## src/rtl/seg7_hex_encoder.sv

```systemverilog
// Seven-segment to hex encoder: debounces {seg,dot}, maps each new stable pattern to a nibble on valid/ready.
// Optional macro SEG7_ACTIVE_LOW_EN inverts seg/dot at the pins for common-anode drivers.
module seg7_hex_encoder #(
    parameter int STABLE_CYCLES = 4
) (
    input  logic       clk,
    input  logic       rst,
    input  logic [6:0] seg,
    input  logic       dot,
    input  logic       hex_ready,
    output logic [3:0] hex,
    output logic       hex_dot,
    output logic       hex_valid,
    output logic       err,
    output logic       ovf
);

    localparam logic [7:0] CNT_LAST = 8'(STABLE_CYCLES - 1);
    localparam logic [7:0] CNT_MAX  = 8'(STABLE_CYCLES);

    // Handshake: a symbol moves on any rising edge where hex_valid and hex_ready are both high;
    // hex/hex_dot stay frozen while hex_valid is high and unaccepted.
    typedef enum logic {
        IDLE = 1'b0,
        FULL = 1'b1
    } state_e;

    // {hit, nibble}; blank and unknown patterns both miss
    function automatic logic [4:0] decode(input logic [6:0] s);
        case (s)
            7'b1111110: decode = {1'b1, 4'h0};
            7'b0110000: decode = {1'b1, 4'h1};
            7'b1101101: decode = {1'b1, 4'h2};
            7'b1111001: decode = {1'b1, 4'h3};
            7'b0110011: decode = {1'b1, 4'h4};
            7'b1011011: decode = {1'b1, 4'h5};
            7'b1011111: decode = {1'b1, 4'h6};
            7'b1110000: decode = {1'b1, 4'h7};
            7'b1111111: decode = {1'b1, 4'h8};
            7'b1111011: decode = {1'b1, 4'h9};
            7'b1110111: decode = {1'b1, 4'hA};
            7'b0011111: decode = {1'b1, 4'hB};
            7'b1001110: decode = {1'b1, 4'hC};
            7'b0111101: decode = {1'b1, 4'hD};
            7'b1001111: decode = {1'b1, 4'hE};
            7'b1000111: decode = {1'b1, 4'hF};
            default:    decode = 5'b0_0000;
        endcase
    endfunction

    logic [7:0] sample;
`ifdef SEG7_ACTIVE_LOW_EN
    assign sample = ~{seg, dot};
`else
    assign sample = {seg, dot};
`endif

    logic [7:0] seg_q, seg_d;
    logic [7:0] cnt_q, cnt_d;
    logic       same;
    logic       stable_evt;

    assign same       = (sample == seg_q);
    assign stable_evt = same && (cnt_q == CNT_LAST);

    // Counter saturates at STABLE_CYCLES so CNT_LAST is crossed once per stable run
    always_comb begin
        seg_d = seg_q;
        cnt_d = cnt_q;
        if (!same) begin
            seg_d = sample;
            cnt_d = 8'd0;
        end else if (cnt_q != CNT_MAX) begin
            cnt_d = cnt_q + 8'd1;
        end
    end

    logic [6:0] last_q, last_d;
    logic [4:0] dec;
    logic       emit;
    logic       err_d;

    // Only segment changes reach the classifier; a dot-only change is filtered out here
    always_comb begin
        dec    = decode(seg_q[7:1]);
        last_d = last_q;
        emit   = 1'b0;
        err_d  = 1'b0;
        if (stable_evt && (seg_q[7:1] != last_q)) begin
            last_d = seg_q[7:1];
            if (dec[4]) begin
                emit = 1'b1;
            end else if (seg_q[7:1] != 7'b0000000) begin
                err_d = 1'b1;
            end
        end
    end

    state_e     state_q, state_d;
    logic [3:0] hex_q, hex_d;
    logic       hex_dot_q, hex_dot_d;
    logic       ovf_q, ovf_d;
    logic       err_q;

    always_comb begin
        state_d   = state_q;
        hex_d     = hex_q;
        hex_dot_d = hex_dot_q;
        ovf_d     = ovf_q;
        case (state_q)
            IDLE: begin
                if (emit) begin
                    hex_d     = dec[3:0];
                    hex_dot_d = seg_q[0];
                    state_d   = FULL;
                end
            end
            FULL: begin
                if (emit) begin
                    if (hex_ready) begin
                        hex_d     = dec[3:0];
                        hex_dot_d = seg_q[0];
                    end else begin
                        ovf_d = 1'b1;
                    end
                end else if (hex_ready) begin
                    state_d = IDLE;
                end
            end
            default: state_d = IDLE;
        endcase
    end

    always_ff @(posedge clk or posedge rst) begin
        if (rst) begin
            seg_q     <= 8'd0;
            cnt_q     <= 8'd0;
            last_q    <= 7'd0;
            state_q   <= IDLE;
            hex_q     <= 4'd0;
            hex_dot_q <= 1'b0;
            ovf_q     <= 1'b0;
            err_q     <= 1'b0;
        end else begin
            seg_q     <= seg_d;
            cnt_q     <= cnt_d;
            last_q    <= last_d;
            state_q   <= state_d;
            hex_q     <= hex_d;
            hex_dot_q <= hex_dot_d;
            ovf_q     <= ovf_d;
            err_q     <= err_d;
        end
    end

    assign hex       = hex_q;
    assign hex_dot   = hex_dot_q;
    assign hex_valid = (state_q == FULL);
    assign err       = err_q;
    assign ovf       = ovf_q;

endmodule

```

## config.mk

```make
export PLATFORM = sky130hd
export DESIGN_NAME = seg7_hex_encoder
export DESIGN_NICKNAME = d
export VERILOG_FILES = /design/src/rtl/seg7_hex_encoder.sv
export SDC_FILE = /design/constraint.sdc
export NUM_CORES = 1
export LEC_CHECK = 0
export ABC_AREA = 1
export CAP_MARGIN = 30
export CORE_MARGIN = 2
export CORE_UTILIZATION = 31
export CTS_BUF_LIST = sky130_fd_sc_hd__clkbuf_4 sky130_fd_sc_hd__clkbuf_8
export CTS_CLUSTER_DIAMETER = 200
export DETAILED_ROUTE_END_ITERATION = 12
export GPL_TIMING_DRIVEN = 1
export MAX_ROUTING_LAYER = met4
export PLACE_DENSITY = 0.6
export SKIP_LAST_GASP = 1
export SLEW_MARGIN = 20
export SYNTH_ARGS = -nofsm -noshare
export SYNTH_HDL_FRONTEND = slang
export SYNTH_SLANG_ARGS = --single-unit
```

## constraint.sdc

```tcl
create_clock -name clk -period 3.65 [get_ports clk]
set_input_delay 0.73 -clock clk [delete_from_list [all_inputs] [get_ports clk]]
set_output_delay 0.73 -clock clk [all_outputs]
set_load 0.1 [all_outputs]
```

==> out/metrics.yaml <==
status: "completed"
post-cts-setup-buffers: 0
path_depth: 1
timing.hold.ws_ps: 465
fin_crit_ps: 2510
cts_sinks: 31
synthesis.area_mm2: 0.00186
required_ps: 2920
track_usage: 0.135
finalSetupViolCount: 0
synth-async-reset-ratio: 1.00
grt_pass1_vias: 1388
hold_class: "flop to flop"
cts_buffer_depth: 2
firstDrtPassIters: 4
leakage_nw: 0.998
setup_ws_ps: 1140
grt-ovfl-total: 0
viasPerCell: 4.38
yosys.cell_count.top_type: "nand2_1"
ys_ff_latch: 31
maxCapViolations: 0
clk_transition_reported_paths_ps: 70
cp_top_family: "buffers and inverters"
p_int_uw: 545
pwr-share-comb: 0.085
synth_ff_type: "dfrtp_1"
synth_top_family_by_area: "simple AND/OR/NAND/NOR gates"
num-fill-cells: 603
slowest_stage: "clkdlybuf4s50_1"
drc: 0
grt_max_degree: 32
reg2reg_to: "hex_dot"
cts_tree: "built"
finClkSkew_ps: 5.22
slew_violations: 0
rows: 28
multi_input_area_um2: 898
syn-instance-count: 246
setup.worst_path.end_class: "output port"
insertion_delay_ps: 290
slew_headroom: 0.351
cellPowerDensity_mw_per_mm2: 335
preCtsSetupSlack_ps: 1330
cp_data_arrival_time_ps: 1780
drive_above_1_share: 0.136
yosys.area_share.simple: 0.357
grt_antenna_before_repair: 0
rrSetupSlack_ps: 1920
cp-endpoint: "hex[3]"
vias: 1460
seqPwrFrac: 0.496
die_w_um: 81.4
root_buffer: "clkbuf_8"
syn_nets: 259
gp_congestion: 0.952
synth_warnings: 0
path_cells: "clkdlybuf4s50_1"
synth_cell_types: 30
cts_resized: 0
ir_drop_mv: 0.170
p_clk_frac: 0.419
sw_frac_of_total: 0.249
core_mm2: 0.00585
synth-xor-area-share: 0.0566
regArea_um2: 776
syn_area_per_cell_um2: 7.54
period_share: 0.688
critPathBufInv: 1
synth_fa_ha_area_frac: 0.0135
h-tree-depth: 2
num_io_pins: 19
grt_pass1_wl_um: 6430
r2r-start: "seg_q[4]"
initial_utilization: 0.317
ant_nets: 0
cts_buffers: 5
wl_um: 3750
synth_edf_count: 0
chipHeight_um: 81.4
synth-compound-area-share: 0.0566
dp_hpwl_um: 2860
clock.fmax_ghz: 0.398
cp-startpoint: "hex[3]"
startpoint_type: "flop"
timing.setup.tns_ps: 0
avgRoutedWirePerCell_um: 11.3
ys_top_cells_by_count: "nand2_1, nor2_1, dfrtp_1"
layout.nets: 270
hold_viol: 0
cts_hold_buf: 0
drt_iter0_drc: 51
dieArea_mm2: 0.00662
port_buffers: 18
crit_type: "flop to output port"
yosysTopAreaCell: "dfrtp_1"
area_growth_pct: 16.8
synthTopCellsByArea: "dfrtp_1, nand2_1, nor2_1, nand3_1, inv_1"
n_antenna_cell: 0
placed_cells: 325
critPathMaxStageDelay_ps: 1130
reg2regPathDepth: 11
rsz0062_at_grt: "false"
seq_area_frac_synth: 0.418
yosys.area.top_type_share: 0.418
switchingPower_uw: 180
synth.mux.area_fraction: 0
cp_max_fo: 2
tightest_slew_ps: 970
instances_no_fill: 333
## placed cells by master (no fill, tap or decap), types with 2 or more instances in the layout
| master | count |
|---|---|
| nor2_2 | 2 |
| xor2_1 | 4 |
| clkdlybuf4s50_1 | 18 |
| inv_1 | 19 |
| nand3_1 | 16 |
| clkbuf_8 | 7 |
| nor2_1 | 37 |
| nand2_1 | 63 |
| nor3_1 | 5 |
| dfrtp_1 | 31 |
| nor2_4 | 2 |
| a21oi_1 | 5 |
| o21ai_0 | 4 |
| o21ai_2 | 6 |
| inv_2 | 8 |
| ha_1 | 2 |
| xnor2_1 | 8 |
| nand4_1 | 8 |
| nor3_2 | 2 |
## sequential cells by signal, indices dropped and copies added (netlist names)
| name | flops |
|---|---|
| cnt_q | 8 |
| err | 1 |
| hex | 4 |
| ovf | 1 |
| hex_dot | 1 |
| hex_valid | 1 |
| last_q | 7 |
| seg_q | 8 |
## power by group through the flow
stage                     Combinational (mW)  Clock [mW]  Sequential (mW)
final                                 0.0617       0.304            0.359
after global routing                  0.0704       0.336            0.360
after global placement                0.0628           0            0.366
after detailed placement              0.0628           0            0.366
after CTS                             0.0631       0.318            0.359
after floorplan                       0.0528           0            0.356
## worst min-delay path by stage
stage / to / cells after the start / startpoint / slack, ps
6_report: cnt_q[7] / 1 / cnt_q[7] / 470
2_1_floorplan: cnt_q[7] / 1 / cnt_q[7] / 430
3_5_place_dp: cnt_q[7] / 1 / cnt_q[7] / 460
3_3_place_gp: cnt_q[7] / 1 / cnt_q[7] / 450
4_1_cts: cnt_q[7] / 1 / cnt_q[7] / 470
5_1_grt: ovf / 1 / ovf / 500
## final cells by class
type                       instances  share of cell area
multi-input combinational        172               0.415
sequential                        31               0.358
timing repair buffer              19              0.0866
inverter                          28              0.0497
clock buffer                       7              0.0445
tap                               75              0.0433
clock inverter                     1             0.00346
## through the flow
stage	util	area, µm²	power (mW)
6_report	0.370	2170	0.725
5_1_grt	0.370	2170	0.766
4_1_cts	0.370	2170	0.740
3_5_place_dp	0.353	2060	0.428
3_3_place_gp	0.353	2060	0.429
2_1_floorplan	-	1860	0.409
## cells by family (layout without fill, tap and decap cells)
family / count (synthesis) / count (layout)
fa+ha+maj: 2 / 2
xor+xnor: 12 / 12
buf+inv: 43 / 55
simple gates: 142 / 142
flops: 31 / 31
compound gates: 16 / 16
## layer usage
metal | track usage | vias to the layer above | wire, µm
met4 | 0.0559 | 0 | 58
met3 | 0.0333 | 5 | 167
met2 | 0.208 | 28 | 1700
li1 | - | 782 | -
met1 | 0.169 | 645 | 1820
met5 | - | - | 0
(Power assumes the default switching activity.)
